`config.mk`:
```
export PLATFORM = sky130hd
export DESIGN_NAME = gpio_port
export DESIGN_NICKNAME = d
export VERILOG_FILES = /design/src/rtl/gpio_pkg.sv /design/src/rtl/gpio_sync.sv /design/src/rtl/gpio_port.sv
export SDC_FILE = /design/constraint.sdc
export NUM_CORES = 1
export LEC_CHECK = 0
export CAP_MARGIN = 10
export CORE_AREA = 2 2 95 70
export CTS_BUF_LIST = sky130_fd_sc_hd__clkbuf_8 sky130_fd_sc_hd__clkbuf_16
export DETAILED_ROUTE_END_ITERATION = 10
export DIE_AREA = 0 0 97 72
export MAX_ROUTING_LAYER = met4
export PLACE_DENSITY = 0.87
export SETUP_SLACK_MARGIN = 0.2
export SLEW_MARGIN = 10
export SYNTH_ARGS = -nofsm -noshare
export SYNTH_HDL_FRONTEND = slang
export SYNTH_SLANG_ARGS = --single-unit
```
`constraint.sdc`:
```
create_clock -name clk -period 2.35 [get_ports clk]
set_clock_uncertainty 0.1 [all_clocks]
set_input_delay 0.705 -clock clk [delete_from_list [all_inputs] [get_ports clk]]
set_output_delay 0.705 -clock clk [all_outputs]
set_load 0.005 [all_outputs]
```
`src/rtl/gpio_pkg.sv`:
```
// Shared definitions for the memory-mapped GPIO port: register offsets.
package gpio_pkg;

   localparam int GPIO_OFS_W = 3;

   typedef enum logic [GPIO_OFS_W-1:0] {
      REG_OUT = 3'd0,
      REG_DIR = 3'd1,
      REG_IN  = 3'd2,
      REG_SET = 3'd3,
      REG_CLR = 3'd4,
      REG_TGL = 3'd5,
      REG_IE  = 3'd6,
      REG_IS  = 3'd7
   } gpio_reg_e;

endpackage

```
`src/rtl/gpio_sync.sv`:
```
// Pad input synchroniser chain plus a one-cycle delayed copy used for
// rising-edge detection. All stages clear on reset, so a pin that is already
// high when reset is released shows up as one rising edge.
module gpio_sync
   import gpio_pkg::*;
#(
   parameter int WIDTH  = 6,
   parameter int STAGES = 2
) (
   input  logic             clk,
   input  logic             reset,
   input  logic [WIDTH-1:0] pad,
   output logic [WIDTH-1:0] in_sync,
   output logic [WIDTH-1:0] rise
);

   logic [WIDTH-1:0] chain [STAGES];
   logic [WIDTH-1:0] prev;

   // Shift the pad value through the synchroniser and keep the previous output.
   always_ff @(posedge clk) begin
      if (reset) begin
         for (int i = 0; i < STAGES; i++) chain[i] <= '0;
         prev <= '0;
      end else begin
         chain[0] <= pad;
         for (int i = 1; i < STAGES; i++) chain[i] <= chain[i-1];
         prev <= chain[STAGES-1];
      end
   end

   assign in_sync = chain[STAGES-1];
   assign rise    = chain[STAGES-1] & ~prev;

endmodule

```
`src/rtl/gpio_port.sv`:
```
// Memory-mapped GPIO peripheral on the CPU data port: output latch with
// atomic set/clear/toggle, direction control, synchronised inputs and
// rising-edge interrupt status (write-1-to-clear).
module gpio_port
   import gpio_pkg::*;
#(
   parameter int         WIDTH       = 6,
   parameter int         SYNC_STAGES = 2,
   parameter logic [3:0] BASE        = 4'h9
) (
   input  logic             clk,
   input  logic             reset,
   input  logic             en,
   input  logic [3:0]       wen,
   input  logic [31:0]      addr,
   input  logic [31:0]      wdata,
   output logic [31:0]      rdata,
   output logic             hit_q,
   input  logic [WIDTH-1:0] gpio_i,
   output logic [WIDTH-1:0] gpio_o,
   output logic [WIDTH-1:0] gpio_oe,
   output logic             irq
);

   logic             hit;
   logic             wr;
   logic             rd;
   gpio_reg_e        ofs;
   logic [31:0]      lane_mask;
   logic [WIDTH-1:0] wmask;
   logic [WIDTH-1:0] wd;
   logic [WIDTH-1:0] out_q;
   logic [WIDTH-1:0] dir_q;
   logic [WIDTH-1:0] ie_q;
   logic [WIDTH-1:0] is_q;
   logic [WIDTH-1:0] is_next;
   logic [WIDTH-1:0] in_sync;
   logic [WIDTH-1:0] rise;
   logic [31:0]      rd_val;
   logic             unused_bits;

   assign hit  = en && (addr[31:28] == BASE);
   assign wr   = hit && (wen != 4'b0000);
   assign rd   = hit && (wen == 4'b0000);
   assign ofs  = gpio_reg_e'(addr[4:2]);

   assign lane_mask = {{8{wen[3]}}, {8{wen[2]}}, {8{wen[1]}}, {8{wen[0]}}};
   assign wmask     = lane_mask[WIDTH-1:0];
   assign wd        = wdata[WIDTH-1:0] & wmask;

   // Address bits outside the decode/select fields and wdata/lane bits above
   // WIDTH are intentionally ignored.
   assign unused_bits = ^{addr[27:5], addr[1:0], wdata, lane_mask};

   gpio_sync #(
      .WIDTH  (WIDTH),
      .STAGES (SYNC_STAGES)
   ) u_sync (
      .clk     (clk),
      .reset   (reset),
      .pad     (gpio_i),
      .in_sync (in_sync),
      .rise    (rise)
   );

   // Interrupt status: W1C first, then new edges on input pins so a
   // coincident edge keeps the bit set.
   always_comb begin
      is_next = is_q;
      if (wr && ofs == REG_IS) is_next = is_q & ~wd;
      is_next = is_next | (rise & ~dir_q);
   end

   // Read mux; write-only offsets and bits above WIDTH return zero.
   always_comb begin
      rd_val = '0;
      case (ofs)
         REG_OUT: rd_val = 32'(out_q);
         REG_DIR: rd_val = 32'(dir_q);
         REG_IN:  rd_val = 32'(in_sync);
         REG_IE:  rd_val = 32'(ie_q);
         REG_IS:  rd_val = 32'(is_q);
         default: rd_val = '0;
      endcase
   end

   // Register writes, interrupt status update and registered read data.
   always_ff @(posedge clk) begin
      if (reset) begin
         out_q <= '0;
         dir_q <= '0;
         ie_q  <= '0;
         is_q  <= '0;
         rdata <= '0;
         hit_q <= 1'b0;
      end else begin
         if (wr) begin
            case (ofs)
               REG_OUT: out_q <= (out_q & ~wmask) | wd;
               REG_DIR: dir_q <= (dir_q & ~wmask) | wd;
               REG_SET: out_q <= out_q | wd;
               REG_CLR: out_q <= out_q & ~wd;
               REG_TGL: out_q <= out_q ^ wd;
               REG_IE:  ie_q  <= (ie_q & ~wmask) | wd;
               default: ;
            endcase
         end
         is_q  <= is_next;
         rdata <= rd ? rd_val : '0;
         hit_q <= hit;
      end
   end

   assign gpio_o  = out_q;
   assign gpio_oe = dir_q;
   assign irq     = |(is_q & ie_q);

endmodule

```
# Yosys cells after proc, flatten, opt, wreduce, memory -nomap -nowiden
# Memory sizes are Yosys's and may differ from the RTL's.
# Cells that the tools add are included.
# word_totals
register_bits	63
mem_bits_rw	12
inputBits	77
elab_cells	59
n_memories	1
# classes
eq_ne	8
muxes	8
n_bitwise	22
reduce_logical	13
# memory_table
memory	words	width	read_ports	rd_clocked_by_memory_dff	wr	line_no	text
u_sync.chain	2	6	2	0	2	gpio_sync.sv:17	logic [WIDTH-1:0] chain [STAGES];
# op_table
cell	n
$and 6x6->6	9
$or 6x6->6	5
$pmux 6 s5	1
$not 6->6	4
$pmux 6 s4	1
$mux 6	3
$eq 3x3->1 const B	4
$reduce_bool 4->1	2
$eq 3x2->1 const B	2
$reduce_and 2->1	3
$reduce_or 6->1	1
$xor 6x6->6	1
$eq 4x4->1 const B	1
$logic_and 1x1->1	4
$logic_not 4->1	1
$eq 3x1->1 const B	1
$logic_not 3->1	1
$mux 1	3
$or 1x1->1	2
$reduce_or 2->1	1
$not 1->1	1

# Logic depth before layout (Yosys ltp)
# logic_depth
depth_word	6
ltp_mapped	7
depth_no_buf	6

# Modules after synthesis
# Synthesis repeated with hierarchy kept, for this count alone.
# hier_totals
cells_unflattened	249
hier_area_um2	2421.1
# by_module_without_submodules
mod	instances	cells_per_inst	area_per_inst_um2
gpio_port	1	200	1849.3
gpio_sync	1	49	571.8

# Worst setup path after synthesis
# Ideal clock, no wire load.
# synth_path
path_type	input to register
from	input port addr[29]
to	register is_q[0]
arrival_ns	1.815
required_ns	2.118
path_slack_ns	0.303
cell_stages	4
n_path_buf	0
cell_sequence	or3b_4 -> or4_4 -> o21ai_1 -> a21oi_1
# synth_via
elab_chain_cells	6
# synth_rtl
element	line_no	text
from (decl)	gpio_port.sv:15	input logic [31:0] addr,
$eq 4x4->1	gpio_port.sv:42	assign hit = en && (addr[31:28] == BASE);
$logic_and 1x1->1	gpio_port.sv:42	
$logic_and 1x1->1	gpio_port.sv:43	assign wr = hit && (wen != 4'b0000);
$logic_and 1x1->1	gpio_port.sv:70	if (wr && ofs == REG_IS) is_next = is_q & ~wd;
$mux 6	gpio_port.sv:70	
$or 6x6->6	gpio_port.sv:71	is_next = is_next | (rise & ~dir_q);
to (signal assigned)	gpio_port.sv:108	is_q <= is_next;
to (decl)	gpio_port.sv:35	logic [WIDTH-1:0] is_q;
# Every way passes these cells.
# A chain may end at the register's enable or synchronous reset.

# Worst setup path after layout
# layout_path
from	input port addr[2]
to	register is_q[0]
# layout_via
elab_chain_cells	4
# layout_rtl
element	line_no
$eq 3x3->1	gpio_port.sv:70
$logic_and 1x1->1	gpio_port.sv:70
$mux 6	gpio_port.sv:70
$or 6x6->6	gpio_port.sv:71
# Every way passes these cells.

==> out/qor.yml <==
critPathMaxStageDelay_ps: 570
io_pins: 123
cp-startpoint: "addr[2]"
die_w_um: 97
hold_depth: 1
ff_latch_area_um2: 981
yosys_most_used_dff: "dfxtp_1"
hp-start: "u_sync.chain[0][5]$_SDFF_PP0_"
synth_top_area_cell: "dfxtp_1"
reg2regPathDepth: 4
drv_cap: 0
grt.overflow.total: 0
clk_pin_slew_ps: 90
syn_avg_cell_area_um2: 9.62
clk_latency_ps: 300
vdd_drop_max_mv: 0.221
core-area_um2: 6040
gp_congestion: 0.948
grt_pass1_wl_um: 8480
start_kind: "input pin"
area_growth_pct: 28.4
hold_viol_final: 0
rsz0062_at_grt: "yes"
yosysUniqueCellTypes: 37
viasPerCell: 5.00
min_period_over_period: 0.889
endpoint_kind: "flop"
antenna_found_initial: 0
port_buffers: 45
h-tree-depth: 2
start_util: 0.381
leakage_nw: 1.24
post-route-util: 0.489
drt-pass1-iter-count: 4
synth-edff-count: 0
row_count: 24
synth.cell_area_um2: 2300
r2r_end: "gpio_o[5]$_SDFFE_PP0P_"
synth-seq-area-share: 0.427
num-fill-cells: 580
post-route-min-period_ps: 2090
drt_iter0_drc: 57
cp_top_family: "simple AND/OR/NAND/NOR gates"
numCtsBuffers: 5
drc: 0
hpwl_um: 4090
slowest_stage: "clkdlybuf4s50_1"
critPathKind: "in -> reg"
vias: 1874
yosys-top-cells-area: "dfxtp_1 43%, buf_4 8.5%, mux2i_1 6.5%"
clock_path_buffers: 2
root_buffer: "clkbuf_8"
max_freq_ghz: 0.478
wl_per_cell_um: 14.1
r2r_start: "gpio_o[5]$_SDFFE_PP0P_"
fin_tns_setup_ps: 0
dieArea_um2: 6980
ys_async_sr_fraction: 0
setup_viol: 0
grtUsageTotal: 0.158
critPathMaxFanout: 6
critPathRequiredTime_ps: 2430
grt_pass1_vias: 1788
cts_sinks: 49
crit_buf_inv: 1
drive_above_1_share: 0.158
hold_end: "u_sync.chain[0][11]$_SDFF_PP0_"
final_nets: 379
slew_violations: 0
synth_top_cell_area_share: 0.427
multi_input_area_um2: 1170
r2r_setup_slack_ps: 1090
power.density_nw_per_um2: 524
cp.arrival_ps: 2170
antennaDiodeCount: 0
die_h_um: 72
status: "completed"
hold_class: "reg -> reg"
synth_warnings: 0
path_cells: "clkdlybuf4s50_1 -> nand2_1 -> or4_4 -> o21ai_1 -> a21oi_1"
tritoncts: "done"
postCtsHoldBufs: 0
ys_seq_elements: 49
synthCells: 239
cts_setup_buffers: 0
grt_max_degree: 37
antenna_left: 0
routed_wl_um: 5290
-- power by group --
part / internal (mW) / switching (mW)
logic: 0.0912 / 0.0905
clock network: 0.211 / 0.294
registers: 0.848 / 0.0101
-- cell usage in the layout (no fill, tap or decap), types with 3 or more instances in the layout --
| cell type | netlist | final |
|---|---|---|
| o21ai_1 | 5 | 4 |
| mux2_2 | 6 | 6 |
| o21ai_0 | 3 | 3 |
| a211oi_1 | 10 | 9 |
| mux2i_1 | 15 | 15 |
| dfxtp_1 | 49 | 49 |
| conb_1 | 1 | 26 |
| nand2_1 | 11 | 11 |
| or3b_2 | 6 | 6 |
| ha_1 | 6 | 6 |
| inv_1 | 4 | 4 |
| dlygate4sd2_1 | 0 | 4 |
| o2bb2ai_1 | 6 | 6 |
| clkbuf_8 | 0 | 5 |
| a22oi_1 | 9 | 8 |
| nor2b_1 | 19 | 19 |
| a31oi_1 | 4 | 3 |
| a221oi_1 | 6 | 6 |
| nor2_1 | 16 | 16 |
| buf_4 | 26 | 17 |
| a21oi_1 | 6 | 6 |
| clkdlybuf4s50_1 | 0 | 40 |
-- worst max path at each step --
stage	end	slack (ps)	cells after the start
2_1_floorplan	is_q[0]$_SDFF_PP0_	300	4
4_1_cts	is_q[5]$_SDFF_PP0_	220	5
5_1_grt	is_q[1]$_SDFF_PP0_	200	5
3_5_place_dp	is_q[5]$_SDFF_PP0_	-250	5
3_3_place_gp	is_q[5]$_SDFF_PP0_	-220	5
6_report	is_q[0]$_SDFF_PP0_	260	5
-- layer usage --
layer | track usage | vias to the layer above | wire length (um)
met5 | - | - | 0
met4 | 0.0501 | 0 | 97
met3 | 0.0491 | 9 | 320
met2 | 0.260 | 59 | 2540
met1 | 0.187 | 890 | 2330
li1 | - | 916 | -
-- logic make-up after synthesis --
logic type / Yosys count / share of synthesized area
other cells: 1 / 0.00163
mux: 21 / 0.0947
buf+inv: 43 / 0.114
xor+xnor: 1 / 0.00381
fa+ha+maj: 6 / 0.0327
compound gates: 51 / 0.157
flops: 49 / 0.427
simple gates: 67 / 0.170
-- synthesized netlist by cell type, drive strengths merged, types with 3 or more instances --
cell,instances
nor2,16
nor2b,19
or3b,7
mux2i,15
o2bb2ai,6
a22oi,9
nand2,11
dfxtp,49
mux2,6
o21ai,9
a21oi,6
buf,31
a221oi,6
clkbuf,8
a31oi,4
inv,4
and2,3
ha,6
a211oi,10
-- layout make-up --
cell class | instances | area share
Timing Repair Buffer | 64 | 0.203
Sequential cell | 49 | 0.332
Tap cell | 78 | 0.0331
Inverter | 4 | 0.00509
Multi-Input combinational cell | 172 | 0.396
Clock buffer | 5 | 0.0233
Clock inverter | 3 | 0.00721
-- what timing repair did --
item / CTS / global route
gates resized for setup: 7 / 4
endpoints found under the hold margin: 0 / 0
cloned: 0 / 0
pin swaps: 4 / 0
endpoints found under the setup margin: 13 / 9
-- through the flow --
stage               worst slack [ps]  instance area, um2  instances  hold WS, ps  total power [mW]
floorplan                        303                2390        264          314              1.00
global placement                -221                2840        367          318              1.05
detailed placement              -247                2840        367          322              1.06
CTS                              223                2940        375          343              1.55
global route                     197                2950        375          362              1.61
finish                           260                2950        375          343              1.55
(Power assumes the default switching activity.)
